--- src/rtl/regb_fifo_pkg.sv ---
// Shared definitions for the register-based FIFO: cell select encoding and
// the ceiling-log2 helper used to size the fill counter.
package regb_fifo_pkg;

   typedef enum logic [1:0] {
      SEL_HOLD = 2'd0,
      SEL_UP   = 2'd1,
      SEL_IN   = 2'd2
   } cell_sel_e;

   function automatic int clog2(input int value);
      int r;
      int v;
      r = 0;
      v = value - 1;
      for (int k = 0; k < 32; k++) begin
         if (v > 0) begin
            r = r + 1;
            v = v >> 1;
         end
      end
      return r;
   endfunction

endpackage

--- src/rtl/regb_fifo_cell.sv ---
// One storage cell of the shift FIFO: holds, takes the upstream cell, or loads
// the write word, as chosen by the controller.
module regb_fifo_cell
   import regb_fifo_pkg::*;
#(
   parameter int WIDTH = 4
) (
   input  logic             clk,
   input  logic             res,
   input  logic             clear,
   input  logic [1:0]       sel,
   input  logic [WIDTH-1:0] up_data,
   input  logic             up_valid,
   input  logic [WIDTH-1:0] data_in,
   output logic [WIDTH-1:0] data,
   output logic             valid
);

   always_ff @(posedge clk) begin
      if (res || clear) begin
         data  <= '0;
         valid <= 1'b0;
      end else begin
         case (sel)
            SEL_UP: begin
               data  <= up_data;
               valid <= up_valid;
            end
            SEL_IN: begin
               data  <= data_in;
               valid <= 1'b1;
            end
            default: begin
               data  <= data;
               valid <= valid;
            end
         endcase
      end
   end

endmodule

--- src/rtl/regb_fifo_param.sv ---
// First-word-fall-through FIFO built from a chain of shift cells, with fill
// count, threshold flags, synchronous flush and sticky error flags.
module regb_fifo_param
   import regb_fifo_pkg::*;
#(
   parameter int WIDTH    = 4,
   parameter int DEPTH    = 8,
   parameter int AF_LEVEL = 7,
   parameter int AE_LEVEL = 1
) (
   input  logic                        clk,
   input  logic                        res,
   input  logic                        clear,
   input  logic                        shift_in,
   input  logic [WIDTH-1:0]            data_in,
   input  logic                        shift_out,
   output logic [WIDTH-1:0]            data_out,
   output logic                        empty,
   output logic                        full,
   output logic [clog2(DEPTH+1)-1:0]   count,
   output logic                        almost_full,
   output logic                        almost_empty,
   output logic                        overflow,
   output logic                        underflow
);

   localparam int CW = clog2(DEPTH + 1);

   // Index DEPTH is a constant empty cell feeding the top of the chain.
   logic [DEPTH:0][WIDTH-1:0] cell_data;
   logic [DEPTH:0]            cell_valid;
   logic [DEPTH-1:0][1:0]     cell_sel;

   logic          rd;
   logic          wr;
   logic [CW-1:0] wr_idx;
   logic [CW-1:0] count_next;

   assign cell_data[DEPTH]  = '0;
   assign cell_valid[DEPTH] = 1'b0;

   assign empty    = ~cell_valid[0];
   assign full     = cell_valid[DEPTH-1];
   assign data_out = cell_data[0];

   assign rd = shift_out & ~empty;
   assign wr = shift_in & (~full | shift_out);

   // On a concurrent read the tail has already moved down one place.
   assign wr_idx = rd ? (count - CW'(1)) : count;

   always_comb begin
      for (int i = 0; i < DEPTH; i++) begin
         cell_sel[i] = SEL_HOLD;
         if (rd) begin
            cell_sel[i] = SEL_UP;
         end
         if (wr && (wr_idx == CW'(i))) begin
            cell_sel[i] = SEL_IN;
         end
      end
   end

   always_comb begin
      count_next = count;
      case ({rd, wr})
         2'b10:   count_next = count - CW'(1);
         2'b01:   count_next = count + CW'(1);
         default: count_next = count;
      endcase
   end

   always_ff @(posedge clk) begin
      if (res || clear) begin
         count     <= '0;
         overflow  <= 1'b0;
         underflow <= 1'b0;
      end else begin
         count <= count_next;
         if (shift_in && full && !shift_out) begin
            overflow <= 1'b1;
         end
         if (shift_out && empty) begin
            underflow <= 1'b1;
         end
      end
   end

   assign almost_full  = (count >= CW'(AF_LEVEL));
   assign almost_empty = (count <= CW'(AE_LEVEL));

   for (genvar g = 0; g < DEPTH; g++) begin : g_cell
      regb_fifo_cell #(
         .WIDTH (WIDTH)
      ) u_cell (
         .clk      (clk),
         .res      (res),
         .clear    (clear),
         .sel      (cell_sel[g]),
         .up_data  (cell_data[g+1]),
         .up_valid (cell_valid[g+1]),
         .data_in  (data_in),
         .data     (cell_data[g]),
         .valid    (cell_valid[g])
      );
   end

endmodule

--- config.mk ---
export PLATFORM = sky130hd
export DESIGN_NAME = regb_fifo_param
export DESIGN_NICKNAME = d
export VERILOG_FILES = /design/src/rtl/regb_fifo_pkg.sv /design/src/rtl/regb_fifo_cell.sv /design/src/rtl/regb_fifo_param.sv
export SDC_FILE = /design/constraint.sdc
export NUM_CORES = 1
export LEC_CHECK = 0
export BUFFER_PORTS_ARGS = -buffer_cell sky130_fd_sc_hd__buf_2
export CAP_MARGIN = 20
export CORE_UTILIZATION = 50
export CTS_CLUSTER_DIAMETER = 100
export DETAILED_ROUTE_END_ITERATION = 10
export PLACE_DENSITY = 0.71
export SETUP_SLACK_MARGIN = 0.05
export SLEW_MARGIN = 40
export SYNTH_ARGS = -nofsm -noshare
export SYNTH_HDL_FRONTEND = slang
export SYNTH_SLANG_ARGS = --single-unit
--- constraint.sdc ---
create_clock -name clk -period 2 [get_ports clk]
set_clock_uncertainty 0.05 [all_clocks]
set_input_delay 0.2 -clock clk [delete_from_list [all_inputs] [get_ports clk]]
set_output_delay 0.2 -clock clk [all_outputs]
set_load 0.02 [all_outputs]
; Yosys cells after proc, flatten, opt, wreduce, memory -nomap -nowiden
; Cells that the tools add are included.
[word_totals]
regBits = 46
inputBits = 9
out_inout_bits = 14
wordCells = 103
[op_classes]
add_sub_neg = 2
magnitude_cmp = 2
n_eq_ne = 25
mux = 27
n_bitwise = 5
reduce_logical = 23
[ops]
columns = operator, n
row1 = $pmux W4 S2, 9
row2 = $eq A2 B1 Y1 const B, 9
row3 = $eq A2 B2 Y1 const B, 9
row4 = $reduce_bool A2 Y1, 9
row5 = $eq A4 B3 Y1 const B, 4
row6 = $mux W2, 8
row7 = $pmux W1 S2, 8
row8 = $logic_and A1 B1 Y1, 11
row9 = $eq A4 B2 Y1 const B, 2
row10 = $add A4 B1 Y4 const B, 1
row11 = $eq A4 B1 Y1 const B, 1
row12 = $ge A4 B3 Y1 const B, 1
row13 = $le A4 B1 Y1 const B, 1
row14 = $logic_not A4 Y1, 1
row15 = $mux W4, 1
row16 = $sub A4 B1 Y4 const B, 1
row17 = $and A1 B1 Y1, 2
row18 = $not A1 Y1, 2
row19 = $logic_not A1 Y1, 1
row20 = $logic_or A1 B1 Y1, 1
row21 = $mux W1, 1
row22 = $or A1 B1 Y1, 1

; Longest topological paths before layout
[logic_depth]
word_depth = 7
depth_mapped = 11
depth_no_buf = 8

; By module
; From an unflattened synthesis, not the netlist that was laid out.
[hier_totals]
hier_cells = 287
hier_area_um2 = 2760.1
[by_module_without_submodules]
columns = module, n_inst, cells_per_inst, area_per_inst_um2, seq_area_each_um2
row1 = regb_fifo_cell, 8, 23, 252.7, 100.1
row2 = regb_fifo_param, 1, 103, 738.2, 120.1

; Worst setup path after synthesis
; No wires, ideal clock.
[synth_path]
path_kind = register to register
startpoint = register g_cell[0].u_cell.valid
endpoint = register count[3]
setup_time_ns = 0.128
arrival_ns = 1.924
t_required_ns = 1.822
path_slack_ns = -0.101
stages_incl_launch_ff = 12
period_less_slack_ns = 2.101
cell_sequence = dfxtp_1 and2_1 buf_4 inv_2 buf_6 clkbuf_1 ha_1 nand2_1 o32a_1 nor2_1 xnor2_1 nor2_1
[synth_via]
elab_chain_len = 3
elab_cells_between_ends = 5
classes_between = 2 x eq/ne / 1 x mux / 1 x bitwise / 1 x reduce/logical
[synth_rtl]
columns = item, line_no
row1 = from (decl), regb_fifo_cell.sv:16  ; output logic valid
row2 = from (signal assigned), regb_fifo_cell.sv:27  ; valid <= up_valid;
row3 = from (signal assigned), regb_fifo_cell.sv:35  ; valid <= valid;
row4 = $and A1 B1 Y1 (*), regb_fifo_param.sv:46  ; assign rd = shift_out & ~empty;
row5 = $eq A2 B1 Y1 / $eq A2 B2 Y1 (equally long branches), regb_fifo_param.sv:66  ; case ({rd, wr})
row6 = $pmux W4 S2 / $reduce_bool A2 Y1 (equally long branches), --
row7 = to (signal assigned), regb_fifo_param.sv:79  ; count <= count_next;
row8 = to (decl), regb_fifo_param.sv:20  ; output logic [clog2(DEPTH+1)-1:0] count,
; Mark *: on every way between the ends. The rest lies on a longest branch, timed or not.
; A chain may end at the register's enable or synchronous reset.

; Worst setup path after layout
[layout_path]
startpoint = register count[0]
endpoint = register g_cell[0].u_cell.data[0]
[layout_via]
elab_chain_len = 7
elab_cells_between_ends = 9
classes_between = 1 x add/sub / 2 x eq/ne / 3 x mux / 3 x reduce/logical
[layout_rtl]
columns = item, line_no
row1 = $sub A4 B1 Y4, regb_fifo_param.sv:50  ; assign wr_idx = rd ? (count - CW'(1)) : count;
row2 = $mux W4 (*), regb_fifo_param.sv:50
row3 = $logic_not A4 Y1 (*), regb_fifo_param.sv:58  ; if (wr && (wr_idx == CW'(i))) begin
row4 = $logic_and A1 B1 Y1 (*), regb_fifo_param.sv:58
row5 = $mux W2 (*), regb_fifo_param.sv:58
row6 = $eq A2 B2 Y1 / $eq A2 B1 Y1 (equally long branches), regb_fifo_cell.sv:24  ; case (sel)
row7 = $pmux W4 S2 / $reduce_bool A2 Y1 (equally long branches), --
row8 = to (signal assigned), regb_fifo_cell.sv:26  ; data <= up_data;
row9 = to (signal assigned), regb_fifo_cell.sv:30  ; data <= data_in;
row10 = to (signal assigned), regb_fifo_cell.sv:34  ; data <= data;
row11 = to (decl), regb_fifo_cell.sv:15  ; output logic [WIDTH-1:0] data,
; Marks and branches as above.

==> impl_metrics.py <==
metrics = {
    "status": {
        "status": "finished with violations",
        "violations": "design-rule violations",
    },
    "synthesis": {
        "yosysSeqAreaShare_pct": 38.23,
        "yosys_register_bits": 46,
        "synth_top_family_by_area": "simple AND/OR/NAND/NOR gates",
        "synthArstFlopShare_pct": 0,
        "synth-xor-area-share_pct": 1.818,
        "synth_mux_area_share_pct": 15.84,
        "synthCells": 283,
        "synthesis.area_um2": 2409,
        "yosysMostFrequentCell": "nand2_1",
        "ys.flop_type": "dfxtp_1",
        "synth_top_area_cell": "dfxtp_1",
        "synth_fa_ha_area_share_pct": 2.078,
        "synth_compound_area_share_pct": 14.23,
        "synth-edff-count": 0,
        "synth.top_cell.area_share_pct": 38.23,
        "syn_nets": 296,
        "yosysWarnings": 0,
        "synthSimpleGateAreaFrac_pct": 22.13,
        "synth.distinct_cells": 35,
        "syn_avg_cell_area_um2": 8.511,
        "synthTopCellsByCount": "64 x nand2_1, 46 x dfxtp_1, 33 x a21oi_1",
        "synthTopCellsByArea": "dfxtp_1 38%, mux2_2 14%, nand2_1 10%, a21oi_1 6.9%, nor2_1 3.9%",
    },
    "drt": {
        "drtIter0Drc": 130,
        "viasPerCell": 5.314,
        "first_pass_iters": 7,
        "antenna_left": 0,
        "drc": 1,
        "wire_per_inst_um": 13.80,
        "drt_wl_total_um": 4885,
        "vias": 1881,
    },
    "worst_setup_path": {
        "cp_slowest_stage_delay_ns": 0.40,
        "path_class": "register to register",
        "r2r_cells": 5,
        "critPathLaunchType": "register",
        "crit_path_end_kind": "register",
        "critPathRequiredTime_ns": 2.15,
        "cp.arrival_ns": 2.10,
        "cp_max_fo": 5,
        "worst-path-buf-inv": 0,
        "worstSetupPathDepth": 5,
        "reg2reg_slack_ns": 0.06,
        "cp_top_family": "simple AND/OR/NAND/NOR gates",
        "cp_cell_sequence": "or3_4 -> o21ai_4 -> o2111ai_4 -> nor2_4 -> mux2_2",
        "crit_slowest_cell": "or3_4",
    },
    "grt": {
        "grt_antenna_before_repair": 0,
        "grt_max_degree": 35,
        "grt-ovfl-total": 0,
        "grt_use_total_pct": 20.37,
        "grt_pass1_vias": 1740,
        "grt_pass1_wl_um": 8107,
    },
    "sta": {
        "min_period_ns": 1.943,
        "setup_ws_ns": 0.05742,
        "report.final.setup_viol": 0,
        "hold_viol_final": 0,
        "period_share_pct": 97.13,
        "worst_pin_slew_ns": 0.6612,
        "clock.fmax_mhz": 514.8,
        "holdWs_ns": 0.1320,
        "slew_headroom_pct": 55.92,
        "slew_violations": 0,
        "tns_ns": 0,
        "rsz0062_at_grt": "true",
    },
    "clock_network": {
        "insertion_delay_ns": 0.30,
        "ctsRootBufferMaster": "clkbuf_8",
        "cts_tree": "yes",
        "h-tree-depth": 2,
        "clk_pin_slew_ns": 0.09,
        "clock-sinks": 46,
        "cts.path.max_buffers": 2,
        "numCtsBuffers": 5,
    },
    "placed_design": {
        "detailed_place.area_um2": 2556,
        "gp_congestion": 0.8484,
        "io_buffers": 22,
        "dp.final_hpwl_um": 3192,
        "dp.cells": 344,
        "pre_cts_slack_ns": 0.07724,
    },
    "pwr": {
        "leakagePower_nw": 1.103,
        "ir_drop_v": 0.0004622,
        "cellPowerDensity_nw_per_um2": 679.8,
    },
    "cells_and_area": {
        "fin_nets": 314,
        "diodes": 0,
        "final_cells": 354,
        "syn2layout_area_growth_pct": 16.26,
        "postLayoutCellArea_um2": 2800,
        "drive_gt1_share_pct": 33.44,
        "fill_cells": 414,
    },
    "die": {
        "core_area_um2": 4504,
        "die_y_um": 71.41,
        "io_pins": 23,
        "die-area_um2": 5099,
        "num_rows": 24,
        "start_util_pct": 53.47,
        "die_w_um": 71.41,
    },
    "worst_hold_path": {
        "hp-class": "primary input to register",
        "min_path_cells": 3,
    },
    "flow_run": {
        "cap_violations": 0,
    },
}
-- cell type report --
| class | instances | area [um^2] | share of cell area (%) |
|---|---|---|---|
| multi-input combinational | 208 | 1473 | 52.59 |
| sequential | 46 | 925.9 | 33.07 |
| timing repair buffer | 34 | 200.2 | 7.149 |
| clock buffer | 5 | 68.82 | 2.458 |
| tap | 52 | 65.06 | 2.323 |
| clock inverter | 3 | 45.04 | 1.609 |
| inverter | 6 | 22.52 | 0.8043 |
-- cell families after synthesis --
kind of cell | count (synthesis)
AOI/OAI and AO/OA | 51
xor gates and xnor gates | 5
DFF | 46
muxes | 34
adders and majority gates | 4
buffers and inverters | 29
and+or+nand+nor | 114
-- report_power, final --
| group | internal, mW | switching, mW |
|---|---|---|
| Sequential | 0.932 | 0.00923 |
| Combinational | 0.0994 | 0.161 |
| Clock | 0.372 | 0.330 |
-- flip-flops by register name (all words and copies together), names as in the netlist --
name and flops:
g_cell.u_cell.data 32, underflow 1, g_cell.u_cell.valid 8, overflow 1, count 4
-- worst paths after layout --
kind	startpoint	to
max	count[0]	g_cell[0].u_cell.data[0]
min	shift_in	overflow
max reg2reg	count[0]	g_cell[0].u_cell.data[0]
min reg2reg	underflow	underflow
-- repair_timing --
action | 4_1_cts | 5_1_grt
gates resized for setup | 0 | 30
buffers inserted | 0 | 2
hold buffers | 0 | 0
setup endpoints to repair | 0 | 32
-- tightest hold or removal path: stages --
cell and delay, ns:
buf_2 0.11, a31oi_1 0.08, nor2_1 0.07
-- cell usage in the layout (no fill, tap or decap), types with 3 or more instances in the layout --
cell,instances
buf_2,22
clkbuf_8,5
inv_1,5
buf_4,12
and3_1,4
a21oi_1,33
mux2_2,10
mux2_4,23
nand2_1,62
dfxtp_1,42
nor2_4,8
o21a_1,8
and2_1,5
ha_1,3
nor2_1,25
dfxtp_2,4
-- stage by stage --
step	total power [mW]	utilization, %
global placement	1.207	56.75
floorplan	1.153	-
finish	1.904	62.17
CTS	1.908	59.28
detailed placement	1.210	56.75
global route	1.982	62.17
-- layer usage --
layer	track usage (%)	routed length [um]
met1	27.87	2386
met2	32.17	2305
met3	3.376	120
met4	8.000	73
met5	0	0
Note: power is estimated with default switching activity, not from simulation.
